--- config.mk ---
export PLATFORM = sky130hd
export DESIGN_NAME = enemy_motion_flat
export DESIGN_NICKNAME = d
export VERILOG_FILES = /design/src/rtl/enemy_motion_if.sv /design/src/rtl/enemy_motion.sv /design/src/flat_wrapper.sv
export SDC_FILE = /design/constraint.sdc
export NUM_CORES = 1
export LEC_CHECK = 0
export BUFFER_PORTS_ARGS = -buffer_cell sky130_fd_sc_hd__buf_2
export CAP_MARGIN = 30
export CORE_AREA = 10 10 81 152
export CTS_BUF_LIST = sky130_fd_sc_hd__clkbuf_2 sky130_fd_sc_hd__clkbuf_4 sky130_fd_sc_hd__clkbuf_8
export DETAILED_ROUTE_END_ITERATION = 8
export DIE_AREA = 0 0 91 162
export PLACE_DENSITY = 0.66
export REMOVE_ABC_BUFFERS = 1
export SYNTH_ARGS = -nofsm -noshare
export SYNTH_HDL_FRONTEND = slang
export SYNTH_SLANG_ARGS = --single-unit
export TNS_END_PERCENT = 10
--- constraint.sdc ---
create_clock -name clk -period 7.1 [get_ports clk]
set_clock_uncertainty 0.2 [all_clocks]
set_input_delay 1.42 -clock clk [delete_from_list [all_inputs] [get_ports clk]]
set_output_delay 1.42 -clock clk [all_outputs]
set_load 0.005 [all_outputs]
--- src/rtl/enemy_motion_if.sv ---
// Entity-side bus for one enemy: motion/combat commands in, position and visibility out.
interface enemy_motion_if;
  logic       frame_clk;
  logic [1:0] dir;
  logic       spawn;
  logic       hit;
  logic [9:0] Enemy_X;
  logic [9:0] Enemy_Y;
  logic       Enemy_Active;

  modport master (
    output frame_clk, dir, spawn, hit,
    input  Enemy_X, Enemy_Y, Enemy_Active
  );

  modport slave (
    input  frame_clk, dir, spawn, hit,
    output Enemy_X, Enemy_Y, Enemy_Active
  );
endinterface

--- src/rtl/enemy_motion.sv ---
// Frame-stepped enemy mover: spawn, walk, knockback when hurt, timed respawn after death.
module enemy_motion #(
  parameter int unsigned SPAWN_X        = 320,
  parameter int unsigned SPAWN_Y        = 240,
  parameter int unsigned STEP           = 1,
  parameter int unsigned KNOCK          = 4,
  parameter int unsigned X_MIN          = 16,
  parameter int unsigned X_MAX          = 608,
  parameter int unsigned Y_MIN          = 16,
  parameter int unsigned Y_MAX          = 448,
  parameter int unsigned HP_INIT        = 3,
  parameter int unsigned HURT_FRAMES    = 8,
  parameter int unsigned RESPAWN_FRAMES = 60
) (
  input logic           clk,
  input logic           reset_n,
  enemy_motion_if.slave bus
);

  localparam int unsigned CNT_MAX = (RESPAWN_FRAMES > HURT_FRAMES) ? RESPAWN_FRAMES : HURT_FRAMES;
  localparam int unsigned CW      = (CNT_MAX == 0) ? 1 : $clog2(CNT_MAX + 1);

  localparam logic [10:0] X_LO    = 11'(X_MIN);
  localparam logic [10:0] X_HI    = 11'(X_MAX);
  localparam logic [10:0] Y_LO    = 11'(Y_MIN);
  localparam logic [10:0] Y_HI    = 11'(Y_MAX);
  localparam logic [10:0] STEP_A  = 11'(STEP);
  localparam logic [10:0] KNOCK_A = 11'(KNOCK);
  localparam logic [9:0]  SX      = 10'(SPAWN_X);
  localparam logic [9:0]  SY      = 10'(SPAWN_Y);
  localparam logic [1:0]  HP_V    = 2'(HP_INIT);

  typedef enum logic [1:0] {
    ST_INACTIVE,
    ST_ALIVE,
    ST_HURT,
    ST_RESPAWN
  } state_e;

  state_e        state_q, state_d;
  logic          fs1_q, fs1_d, fs2_q, fs2_d, hist_q, hist_d;
  logic          fill_q, fill_d, armed_q, armed_d;
  logic          pend_q, pend_d;
  logic [9:0]    x_q, x_d, y_q, y_d;
  logic [1:0]    hp_q, hp_d, head_q, head_d;
  logic [CW-1:0] cnt_q, cnt_d;
  logic          active_q, active_d;
  logic          tick, hit_now;

  function automatic logic [9:0] inc_clamp(input logic [9:0] pos, input logic [10:0] amt,
                                           input logic [10:0] hi);
    logic [10:0] sum;
    sum = {1'b0, pos} + amt;
    return 10'((sum > hi) ? hi : sum);
  endfunction

  function automatic logic [9:0] dec_clamp(input logic [9:0] pos, input logic [10:0] amt,
                                           input logic [10:0] lo);
    logic [10:0] diff;
    diff = {1'b0, pos} - amt;
    return 10'((diff[10] || (diff < lo)) ? lo : diff);
  endfunction

  function automatic logic [19:0] move(input logic [9:0] x, input logic [9:0] y,
                                       input logic [1:0] head, input logic [10:0] amt);
    logic [9:0] nx, ny;
    nx = x;
    ny = y;
    case (head)
      2'd0:    ny = dec_clamp(y, amt, Y_LO);
      2'd1:    nx = inc_clamp(x, amt, X_HI);
      2'd2:    ny = inc_clamp(y, amt, Y_HI);
      default: nx = dec_clamp(x, amt, X_LO);
    endcase
    return {nx, ny};
  endfunction

  // armed_q only rises once the first synchronizer stage has really sampled frame_clk low,
  // so a strobe already high when reset releases never produces a tick.
  assign tick    = fs2_q & ~hist_q & armed_q;
  assign hit_now = pend_q | bus.hit;

  always_comb begin
    fs1_d    = bus.frame_clk;
    fs2_d    = fs1_q;
    hist_d   = fs2_q;
    fill_d   = 1'b1;
    armed_d  = armed_q | (fill_q & ~fs1_q);
    pend_d   = tick ? 1'b0 : hit_now;
    state_d  = state_q;
    x_d      = x_q;
    y_d      = y_q;
    hp_d     = hp_q;
    cnt_d    = cnt_q;
    head_d   = head_q;
    case (state_q)
      ST_INACTIVE: begin
        if (bus.spawn) begin
          state_d = ST_ALIVE;
          x_d     = SX;
          y_d     = SY;
          hp_d    = HP_V;
        end
      end
      ST_ALIVE: begin
        if (tick) begin
          if (hit_now) begin
            hp_d = hp_q - 2'd1;
            if (hp_q <= 2'd1) begin
              state_d = ST_RESPAWN;
              cnt_d   = CW'(RESPAWN_FRAMES);
            end else begin
              state_d = ST_HURT;
              cnt_d   = CW'(HURT_FRAMES);
              head_d  = bus.dir ^ 2'd2;
            end
          end else begin
            {x_d, y_d} = move(x_q, y_q, bus.dir, STEP_A);
          end
        end
      end
      ST_HURT: begin
        if (tick) begin
          {x_d, y_d} = move(x_q, y_q, head_q, KNOCK_A);
          cnt_d      = cnt_q - CW'(1);
          if (cnt_q <= CW'(1)) begin
            state_d = ST_ALIVE;
            cnt_d   = '0;
          end
        end
      end
      default: begin
        if (tick) begin
          cnt_d = cnt_q - CW'(1);
          if (cnt_q <= CW'(1)) begin
            state_d = ST_ALIVE;
            cnt_d   = '0;
            x_d     = SX;
            y_d     = SY;
            hp_d    = HP_V;
          end
        end
      end
    endcase
    active_d = (state_d == ST_ALIVE) || (state_d == ST_HURT);
  end

  always_ff @(posedge clk or negedge reset_n) begin
    if (!reset_n) begin
      fs1_q    <= 1'b0;
      fs2_q    <= 1'b0;
      hist_q   <= 1'b0;
      fill_q   <= 1'b0;
      armed_q  <= 1'b0;
      pend_q   <= 1'b0;
      state_q  <= ST_INACTIVE;
      x_q      <= SX;
      y_q      <= SY;
      hp_q     <= HP_V;
      cnt_q    <= '0;
      head_q   <= '0;
      active_q <= 1'b0;
    end else begin
      fs1_q    <= fs1_d;
      fs2_q    <= fs2_d;
      hist_q   <= hist_d;
      fill_q   <= fill_d;
      armed_q  <= armed_d;
      pend_q   <= pend_d;
      state_q  <= state_d;
      x_q      <= x_d;
      y_q      <= y_d;
      hp_q     <= hp_d;
      cnt_q    <= cnt_d;
      head_q   <= head_d;
      active_q <= active_d;
    end
  end

  assign bus.Enemy_X      = x_q;
  assign bus.Enemy_Y      = y_q;
  assign bus.Enemy_Active = active_q;

endmodule

--- src/flat_wrapper.sv ---
// flat-port wrapper written by rule: the top's interface ports become plain ports
module enemy_motion_flat 
#(
  parameter int unsigned SPAWN_X        = 320,
  parameter int unsigned SPAWN_Y        = 240,
  parameter int unsigned STEP           = 1,
  parameter int unsigned KNOCK          = 4,
  parameter int unsigned X_MIN          = 16,
  parameter int unsigned X_MAX          = 608,
  parameter int unsigned Y_MIN          = 16,
  parameter int unsigned Y_MAX          = 448,
  parameter int unsigned HP_INIT        = 3,
  parameter int unsigned HURT_FRAMES    = 8,
  parameter int unsigned RESPAWN_FRAMES = 60
)
  (clk, reset_n, bus_frame_clk, bus_dir, bus_spawn, bus_hit, bus_Enemy_X, bus_Enemy_Y, bus_Enemy_Active);
  enemy_motion_if bus_i ();
  input logic clk;
  input logic reset_n;
  input wire logic [$bits(bus_i.frame_clk)-1:0] bus_frame_clk;
  input wire logic [$bits(bus_i.dir)-1:0] bus_dir;
  input wire logic [$bits(bus_i.spawn)-1:0] bus_spawn;
  input wire logic [$bits(bus_i.hit)-1:0] bus_hit;
  output wire logic [$bits(bus_i.Enemy_X)-1:0] bus_Enemy_X;
  output wire logic [$bits(bus_i.Enemy_Y)-1:0] bus_Enemy_Y;
  output wire logic [$bits(bus_i.Enemy_Active)-1:0] bus_Enemy_Active;
  assign bus_i.frame_clk = bus_frame_clk;
  assign bus_i.dir = bus_dir;
  assign bus_i.spawn = bus_spawn;
  assign bus_i.hit = bus_hit;
  assign bus_Enemy_X = bus_i.Enemy_X;
  assign bus_Enemy_Y = bus_i.Enemy_Y;
  assign bus_Enemy_Active = bus_i.Enemy_Active;
  enemy_motion #(.SPAWN_X(SPAWN_X), .SPAWN_Y(SPAWN_Y), .STEP(STEP), .KNOCK(KNOCK), .X_MIN(X_MIN), .X_MAX(X_MAX), .Y_MIN(Y_MIN), .Y_MAX(Y_MAX), .HP_INIT(HP_INIT), .HURT_FRAMES(HURT_FRAMES), .RESPAWN_FRAMES(RESPAWN_FRAMES)) u_core (.clk(clk), .reset_n(reset_n), .bus(bus_i));
endmodule
==> impl_metrics.json, run 1 <==
{
  "route.met3.wl_um": 643,
  "fin_nets": 593,
  "diodes": 0,
  "cts_made_buffers": 5,
  "start_util_pct": 43.6,
  "fin_crit_ns": 3.64,
  "stdcell_count": 700,
  "ys.flop_type": "dfrtp_1",
  "hold_viol": 0,
  "r2r-end": "u_core.bus.Enemy_Y[0]$_DFFE_PN0P_",
  "ys_seq_area_share_pct": 23.0,
  "worstHoldStart": "u_core.fs1_q$_DFF_PN0_",
  "rows": 51,
  "antenna_found_initial": 0,
  "ctsResizeCount": 0,
  "async_reset_ff_share_pct": 100,
  "drt-met1-wl_um": 5060,
  "postCtsHoldBufs": 0,
  "cts_tree": "built",
  "wirelength_um": 14300,
  "p_leak_nw": 1.75,
  "drc": 0,
  "grt_max_degree": 40,
  "top_layer": "met4",
  "cp_data_arrival_time_ns": 3.63,
  "rsz0062_at_grt": "false",
  "dr.first_iter.drc_count": 344,
  "clk_pin_slew_worst_paths_ns": 0.08,
  "clockBufferDepth": 2,
  "relSlewSlack_pct": 30.0,
  "post_cts_buffers": 0,
  "status": "finished clean",
  "fp.dieH_um": 162,
  "peakVddDrop_v": 0.000133,
  "hold_ws_ns": 0.186,
  "grt_overflow": 0,
  "port_buffers": 27,
  "grtUsageTotal_pct": 18.8,
  "crit_type": "reg -> reg",
  "cellPowerDensity_mw_per_mm2": 410,
  "hp-class": "reg -> reg",
  "reg2reg_from": "u_core.bus.Enemy_Y[2]$_DFFE_PN0P_",
  "hold_path_end": "u_core.fs2_q$_DFF_PN0_",
  "fp.coreArea_sq_mm": 0.00983,
  "htree_levels": 2,
  "area.growth.synth_to_final_pct": 6.10,
  "cts_sinks": 39,
  "hold_depth": 0,
  "ys.warnings.count": 0,
  "critPathRequiredTime_ns": 7.09,
  "globalplace.congestion": 1.05,
  "yosys.cell_types.count": 81,
  "num_io_pins": 28,
  "ant_nets": 0,
  "syn_avg_cell_area_sq_um": 7.59,
  "die_w_um": 91,
  "fin_crit_sh_pct": 51.3,
  "finalSetupViolCount": 0,
  "place_inst": 692,
  "syn_inst": 565,
  "insertion_delay_ns": 0.30,
  "ys_ff_latch": 39,
  "wire_per_inst_um": 20.4,
  "worstMarginPinSlew_ns": 1.05,
  "drive_gt1_share_pct": 12.9,
  "max-cap-violations": 0,
  "cp-end-kind": "flop",
  "fmax_mhz": 275,
  "synth-edff-count": 0,
  "via_count": 4542,
  "finalPower_mw": 1.87,
  "ff2ff_path_depth": 9,
  "synth_area_sq_mm": 0.00429,
  "layout_commonest_cell": "nand2_1",
  "dp_hpwl_um": 10800,
  "first_pass_iters": 7,
  "die_area_sq_mm": 0.0147,
  "cts-root-buf": "clkbuf_8",
  "layout_common_cells": "nand2_1 (53), nor2_1 (50), a21oi_1 (40)",
  "drv_slew": 0,
  "viasPerCell": 6.49,
  "route.met2.wl_um": 7560,
  "cp-start-kind": "flop",
  "fin_setup_tns_ns": 0,
  "path_max_fanout": 19,
  "r2r_setup_slack_ns": 3.46,
  "grt_pass1_vias": 4562,
  "grt_pass1_wl_um": 22800
}
## metal layers
metal | global-route usage, % | vias up
met5 | 0 | -
met4 | 16.7 | 0
met3 | 2.12 | 69
met2 | 34.9 | 205
met1 | 17.4 | 2160
li1 | - | 2108
## cell type report
| type | count | area, sq um |
|---|---|---|
| fillers | 1026 | 5280 |
| clock inverters | 3 | 47.5 |
| flip-flops and latches | 39 | 986 |
| multi-input cells | 466 | 3040 |
| inverters | 26 | 97.6 |
| repair buffers | 29 | 150 |
| well taps | 132 | 165 |
| clock buffers | 5 | 68.8 |
## how the worst max path moves through the flow
stage | slack [ns] | cells past startpoint | from | to
floorplan | 3.86 | 7 | bus_hit | u_core.bus.Enemy_X[4]$_DFFE_PN0P_
global placement | 3.48 | 8 | bus_hit | u_core.bus.Enemy_X[4]$_DFFE_PN0P_
detailed placement | 3.40 | 8 | bus_hit | u_core.bus.Enemy_X[4]$_DFFE_PN0P_
CTS | 3.47 | 9 | u_core.bus.Enemy_Y[2]$_DFFE_PN0P_ | u_core.bus.Enemy_Y[0]$_DFFE_PN0P_
global route | 3.30 | 9 | u_core.bus.Enemy_Y[2]$_DFFE_PN0P_ | u_core.bus.Enemy_Y[2]$_DFFE_PN0P_
finish | 3.46 | 9 | u_core.bus.Enemy_Y[2]$_DFFE_PN0P_ | u_core.bus.Enemy_Y[0]$_DFFE_PN0P_
## cells in the mapped netlist (all sizes together) (14+ instances only)
cell type / number / area share [%]
a21oi: 40 / 4.7
nand2: 53 / 4.6
dfrtp: 31 / 18
xnor2: 18 / 3.7
nor2: 50 / 4.4
ha: 19 / 5.5
o31ai: 15 / 3.0
buf: 25 / 3.2
nand3: 22 / 2.6
inv: 25 / 2.2
a31oi: 14 / 2.0
nor3: 30 / 3.7
o21ai: 30 / 3.6
## worst max-delay path, cell delays in order, from the launching register on
cell	delay (ns)
dfrtp_1	0.64
inv_1	0.30
ha_1	0.48
or4b_4	0.54
o31ai_2	0.26
nor3_1	0.11
nor3_2	0.40
nand2b_4	0.26
nor3_1	0.06
mux2_2	0.28
## power by group
part	total (mW)	internal, mW	switching, mW	leakage [nW]
combinational	1.11	0.439	0.668	1.23
sequential	0.564	0.317	0.247	0.462
clock	0.194	0.107	0.0873	0.0587
## sequential cells by signal (all words and copies together) (netlist names)
signal	count
u_core.bus.Enemy_X	10
u_core.hp_q	2
u_core.fs2_q	1
u_core.fill_q	1
u_core.hist_q	1
u_core.head_q	2
u_core.cnt_q	6
u_core.fs1_q	1
u_core.bus.Enemy_Active	1
u_core.state_q	2
u_core.armed_q	1
u_core.bus.Enemy_Y	10
u_core.pend_q	1
## cells by family after synthesis
family                     synth area share (%)
AOI/OAI and AO/OA                          29.2
and+or+nand+nor                            28.9
buffers and inverters                      6.24
xor gates and xnor gates                   5.31
other                                    0.0874
DFF                                        23.0
adders and majority gates                  5.54
muxes                                      1.72
## stage by stage
step / setup WS [ns] / util (%) / instance area [sq um]
global placement: 3.48 / 45.1 / 4430
CTS: 3.47 / 46.3 / 4550
floorplan: 3.86 / - / 4120
global route: 3.30 / 46.3 / 4550
finish: 3.46 / 46.3 / 4550
detailed placement: 3.40 / 45.1 / 4430
Power figures use the tool's default switching activity.
==> inputs of run 2 (changes only) <==
==> constraint.sdc (replaced) <==
create_clock -name clk -period 3.55 [get_ports clk]
set_clock_uncertainty 0.2 [all_clocks]
set_input_delay 0.71 -clock clk [delete_from_list [all_inputs] [get_ports clk]]
set_output_delay 0.71 -clock clk [all_outputs]
set_load 0.005 [all_outputs]
==> run 2 against run 1 <==
Net effect: global-route usage up 1.3 points; die area did not move; register-to-register slack got worse by 3.0 ns; sequential share of layout area down 0.52 points; sequential cell count unchanged.
==> impl_metrics.json, run 2 (synthesized netlist as in run 1, its figures left out) <==
{
  "worstMarginPinSlew_ns": 0.906,
  "worstHoldStart": "u_core.fs1_q$_DFF_PN0_",
  "peakVddDrop_v": 0.000372,
  "grt_pass1_wl_um": 24400,
  "fmax_mhz": 320,
  "cts_made_buffers": 5,
  "area.growth.synth_to_final_pct": 8.72,
  "fin_setup_tns_ns": 0,
  "port_buffers": 27,
  "drc": 0,
  "fin_crit_sh_pct": 88.1,
  "status": "finished clean",
  "fill_cells": 1045,
  "cp-start-kind": "flop",
  "diodes": 0,
  "viasPerCell": 6.50,
  "grt_max_degree": 40,
  "critPathRequiredTime_ns": 3.60,
  "cellPowerDensity_mw_per_mm2": 828,
  "clk_pin_slew_worst_paths_ns": 0.09,
  "rows": 51,
  "cts-root-buf": "clkbuf_8",
  "ctsResizeCount": 0,
  "via_count": 4644,
  "layout_commonest_cell": "nand2_1",
  "ant_nets": 0,
  "fin_nets": 608,
  "cts_sinks": 39,
  "drv_slew": 0,
  "wirelength_um": 15200,
  "seqCellArea_sq_um": 986,
  "hold_viol": 0,
  "p_leak_nw": 1.82,
  "cts_tree": "built",
  "multiInputGateArea_sq_mm": 0.00304,
  "path_max_fanout": 16,
  "cp-end-kind": "flop",
  "die_area_sq_mm": 0.0147,
  "grt_pass1_vias": 4717,
  "crit_type": "reg -> reg",
  "wire_per_inst_um": 21.2,
  "grt_overflow": 0,
  "reg2reg_from": "u_core.bus.Enemy_X[3]$_DFFE_PN0P_",
  "insertion_delay_ns": 0.31,
  "postCtsHoldBufs": 0,
  "drive_gt1_share_pct": 15.1,
  "layout_common_cells": "nand2_1 (53), nor2_1 (50), a21oi_1 (40)",
  "htree_levels": 2,
  "max-cap-violations": 0,
  "finalSetupViolCount": 0,
  "globalplace.congestion": 1.02,
  "finalPower_mw": 3.86,
  "fin_crit_ns": 3.13,
  "fp.coreArea_sq_mm": 0.00983,
  "first_pass_iters": 6,
  "startpoint": "u_core.bus.Enemy_X[3]$_DFFE_PN0P_",
  "cp_data_arrival_time_ns": 3.18,
  "dp_hpwl_um": 11700,
  "fp.dieH_um": 162,
  "start_util_pct": 43.6,
  "dr.first_iter.drc_count": 283,
  "clockBufferDepth": 2,
  "num_io_pins": 28,
  "post_cts_buffers": 0,
  "hold_ws_ns": 0.179,
  "hp-class": "reg -> reg",
  "antenna_found_initial": 0,
  "relSlewSlack_pct": 39.6,
  "post-route-util_pct": 47.5,
  "die_w_um": 91,
  "rsz0062_at_grt": "false",
  "grtUsageTotal_pct": 20.1
}
-- run 2: changes by cell type in the layout (fill, tap and decap cells not counted), sizes merged --
cell / change
buf: +15
-- run 2: worst max-delay path, stage by stage, from the launching register on --
cell and delay [ns]:
dfrtp_1 0.63, ha_1 0.42, nand3_1 0.19, nor2_1 0.38, nor3_1 0.11, o21ai_0 0.18, o31ai_1 0.10, a2111oi_0 0.67
a211o_1 0.18
-- run 2: metal layers --
layer  vias up  global-route usage, %  share of wire (%)
met5         -                      0                  0
met4         0                   16.3                7.9
met3        86                   2.22                5.0
met2       228                   38.4                 53
met1      2194                   18.5                 34
li1       2136                      -                  -
-- run 2: stage by stage --
step	worst slack (ns)	std cells	instance area, sq um
2_1_floorplan	0.724	531	4120
3_3_place_gp	0.598	707	4550
3_5_place_dp	0.521	707	4550
4_1_cts	0.503	715	4660
5_1_grt	0.275	715	4660
6_report	0.423	715	4660
-- run 2: final cells by class --
type | instances | share of cell area [%]
clock inverters | 3 | 1.02
flip-flops and latches | 39 | 21.1
clock buffers | 5 | 1.48
repair buffers | 44 | 5.63
inverters | 26 | 2.09
well taps | 132 | 3.54
multi-input cells | 466 | 65.1
-- run 2: worst paths after layout --
check,slack [ns],endpoint,cells past startpoint
max in group asynchronous,2.25,u_core.bus.Enemy_Y[1]$_DFFE_PN0P_,1
setup reg to reg,0.42,u_core.bus.Enemy_X[5]$_DFFE_PN0P_,8
min in group asynchronous,0.32,u_core.fs2_q$_DFF_PN0_,1
setup / recovery,0.42,u_core.bus.Enemy_X[5]$_DFFE_PN0P_,8
hold reg to reg,0.18,u_core.fs2_q$_DFF_PN0_,0
hold / removal,0.18,u_core.fs2_q$_DFF_PN0_,0
-- run 2: power by group --
part           total [mW]  internal (mW)  switching, mW  leakage (nW)
sequential           1.05          0.635          0.412         0.462
combinational        2.42          0.939           1.48          1.30
clock               0.393          0.213          0.180        0.0587
total                3.86           1.79           2.07          1.82
==> inputs of run 3 (changes only) <==
--- a/config.mk
+++ b/config.mk
@@ -7,11 +7,11 @@
 export LEC_CHECK = 0
 export BUFFER_PORTS_ARGS = -buffer_cell sky130_fd_sc_hd__buf_2
 export CAP_MARGIN = 30
-export CORE_AREA = 10 10 81 152
+export CORE_AREA = 10 10 96 183
 export CTS_BUF_LIST = sky130_fd_sc_hd__clkbuf_2 sky130_fd_sc_hd__clkbuf_4 sky130_fd_sc_hd__clkbuf_8
 export DETAILED_ROUTE_END_ITERATION = 8
-export DIE_AREA = 0 0 91 162
-export PLACE_DENSITY = 0.66
+export DIE_AREA = 0 0 106 193
+export PLACE_DENSITY = 0.51
 export REMOVE_ABC_BUFFERS = 1
 export SYNTH_ARGS = -nofsm -noshare
 export SYNTH_HDL_FRONTEND = slang
==> run 3 against run 2 <==
Net effect: maximum frequency is 0.20% higher; design area increased by 1.0%; first-iteration DRC count increased by 27%; die area rose by 39%; via count is 4.0% lower; cell count increased by 8.5%; critical path depth up 1; worst hold slack got worse by 0.024 ns; routed wire length is 11% lower; combinational power fell by 4%; count of clock-buffer cells in the layout did not move.
==> impl_metrics.json, run 3 (synthesized netlist as in run 1, its figures left out) <==
{
  "status": "finished clean",
  "fin_crit_ns": 3.12,
  "fmax_mhz": 320,
  "hp-class": "in -> async",
  "fp.coreArea_sq_mm": 0.0147,
  "cp-end-kind": "flop",
  "grt_max_degree": 40,
  "grtUsageTotal_pct": 13.0,
  "combinationalPowerShare_pct": 63.2,
  "rsz0062_at_grt": "false",
  "switchingPower_mw": 1.96,
  "dr.first_iter.drc_count": 358,
  "post_cts_buffers": 0,
  "grt_pass1_vias": 4304,
  "layout_common_cells": "nand2_1 (53), nor2_1 (50), a21oi_1 (40)",
  "drc": 0,
  "fin_nets": 606,
  "swShare_pct": 53.4,
  "multiInputGateArea_sq_mm": 0.00304,
  "die_area_sq_mm": 0.0205,
  "num_io_pins": 28,
  "cts_made_buffers": 5,
  "seqCellArea_sq_um": 986,
  "cts-root-buf": "clkbuf_8",
  "ff2ff_path_depth": 9,
  "port_buffers": 27,
  "dpl_worst_slack_ns": 0.512,
  "ant_nets": 0,
  "htree_levels": 2,
  "dp_hpwl_um": 10100,
  "via_count": 4456,
  "power.internal_mw": 1.71,
  "fin_crit_sh_pct": 87.9,
  "place_inst": 767,
  "post-route-util_pct": 32.1,
  "hold_ws_ns": 0.155,
  "path_max_fanout": 13,
  "stdcell_count": 776,
  "diodes": 0,
  "cp_data_arrival_time_ns": 3.14,
  "globalplace.congestion": 0.906,
  "area.growth.synth_to_final_pct": 9.86,
  "peakVddDrop_v": 0.000312,
  "finalPower_mw": 3.67,
  "ctsResizeCount": 0,
  "fp.dieH_um": 193,
  "clk_pin_slew_worst_paths_ns": 0.09,
  "fin_ws_ns": 0.429,
  "cp-start-kind": "flop",
  "crit_type": "reg -> reg",
  "clockBufferDepth": 2,
  "postPlaceCellArea_sq_mm": 0.00460,
  "insertion_delay_ns": 0.29,
  "grt_pass1_wl_um": 22400,
  "cts_sinks": 39,
  "grt_overflow": 0,
  "p_leak_nw": 1.80,
  "antenna_found_initial": 0,
  "rows": 63,
  "viasPerCell": 5.74,
  "postCtsHoldBufs": 0,
  "relSlewSlack_pct": 56.8,
  "seqPwrFrac_pct": 28.4,
  "hold_viol": 0,
  "cellPowerDensity_mw_per_mm2": 779,
  "wirelength_um": 13400,
  "worstMarginPinSlew_ns": 0.646,
  "finalSetupViolCount": 0,
  "layout_commonest_cell": "nand2_1",
  "max-cap-violations": 0,
  "cts_tree": "built",
  "pwr-share-clk_pct": 8.4,
  "fin_setup_tns_ns": 0,
  "wire_per_inst_um": 17.3,
  "first_pass_iters": 5,
  "fill_cells": 1608,
  "final_cell_area_sq_mm": 0.00471,
  "drv_slew": 0,
  "drive_gt1_share_pct": 14.8,
  "die_w_um": 106,
  "critPathRequiredTime_ns": 3.57,
  "start_util_pct": 29.3
}
-- run 3: cell count changes in the layout (fill, tap and decap cells not counted), sizes merged --
cell      change
inv           -1
clkinvlp      +2
bufinv        -1
buf           -2
-- run 3: power by group through the flow --
stage                     logic [mW]  registers [mW]  clock network, mW
final                           2.32            1.04              0.308
after CTS                       2.31            1.04              0.318
after floorplan                 1.58           0.977                  0
after detailed placement        2.30            1.05                  0
after global placement          2.31            1.05                  0
after global routing            2.59            1.09              0.334
-- run 3: area by class of cell --
class	instances	share of cell area [%]
clock inverters	3	0.425
repair buffers	42	5.52
clock buffers	5	1.46
inverters	26	2.07
well taps	195	5.18
flip-flops and latches	39	20.9
multi-input cells	466	64.4
-- run 3: final timing paths --
kind / endpoint / slack [ns] / startpoint
worst min register to register: u_core.fs2_q$_DFF_PN0_ / 0.19 / u_core.fs1_q$_DFF_PN0_
max in group asynchronous: u_core.bus.Enemy_Y[7]$_DFFE_PN1P_ / 2.70 / reset_n
worst max register to register: u_core.bus.Enemy_X[8]$_DFFE_PN1P_ / 0.43 / u_core.bus.Enemy_X[2]$_DFFE_PN0P_
min in group clk: u_core.fs2_q$_DFF_PN0_ / 0.19 / u_core.fs1_q$_DFF_PN0_
worst min-delay path: u_core.bus.Enemy_Y[3]$_DFFE_PN0P_ / 0.16 / reset_n
worst max-delay path: u_core.bus.Enemy_X[8]$_DFFE_PN1P_ / 0.43 / u_core.bus.Enemy_X[2]$_DFFE_PN0P_
-- run 3: per-layer routing --
| layer | track usage [%] | share of wire [%] | vias to the layer above |
|---|---|---|---|
| met5 | 0 | 0 | - |
| met4 | 3.66 | 1.7 | 0 |
| met3 | 1.76 | 6.8 | 22 |
| met2 | 21.9 | 49 | 207 |
| met1 | 17.0 | 42 | 2088 |
| li1 | - | - | 2139 |
-- run 3: worst max-delay path: stages, from the launching register on --
cell and delay [ns]:
dfrtp_1 0.57, inv_1 0.17, ha_1 0.31, or4b_1 0.48
a21oi_1 0.23, a21oi_1 0.08, o31ai_2 0.43, a211oi_1 0.14
a311oi_1 0.31, o22ai_1 0.12
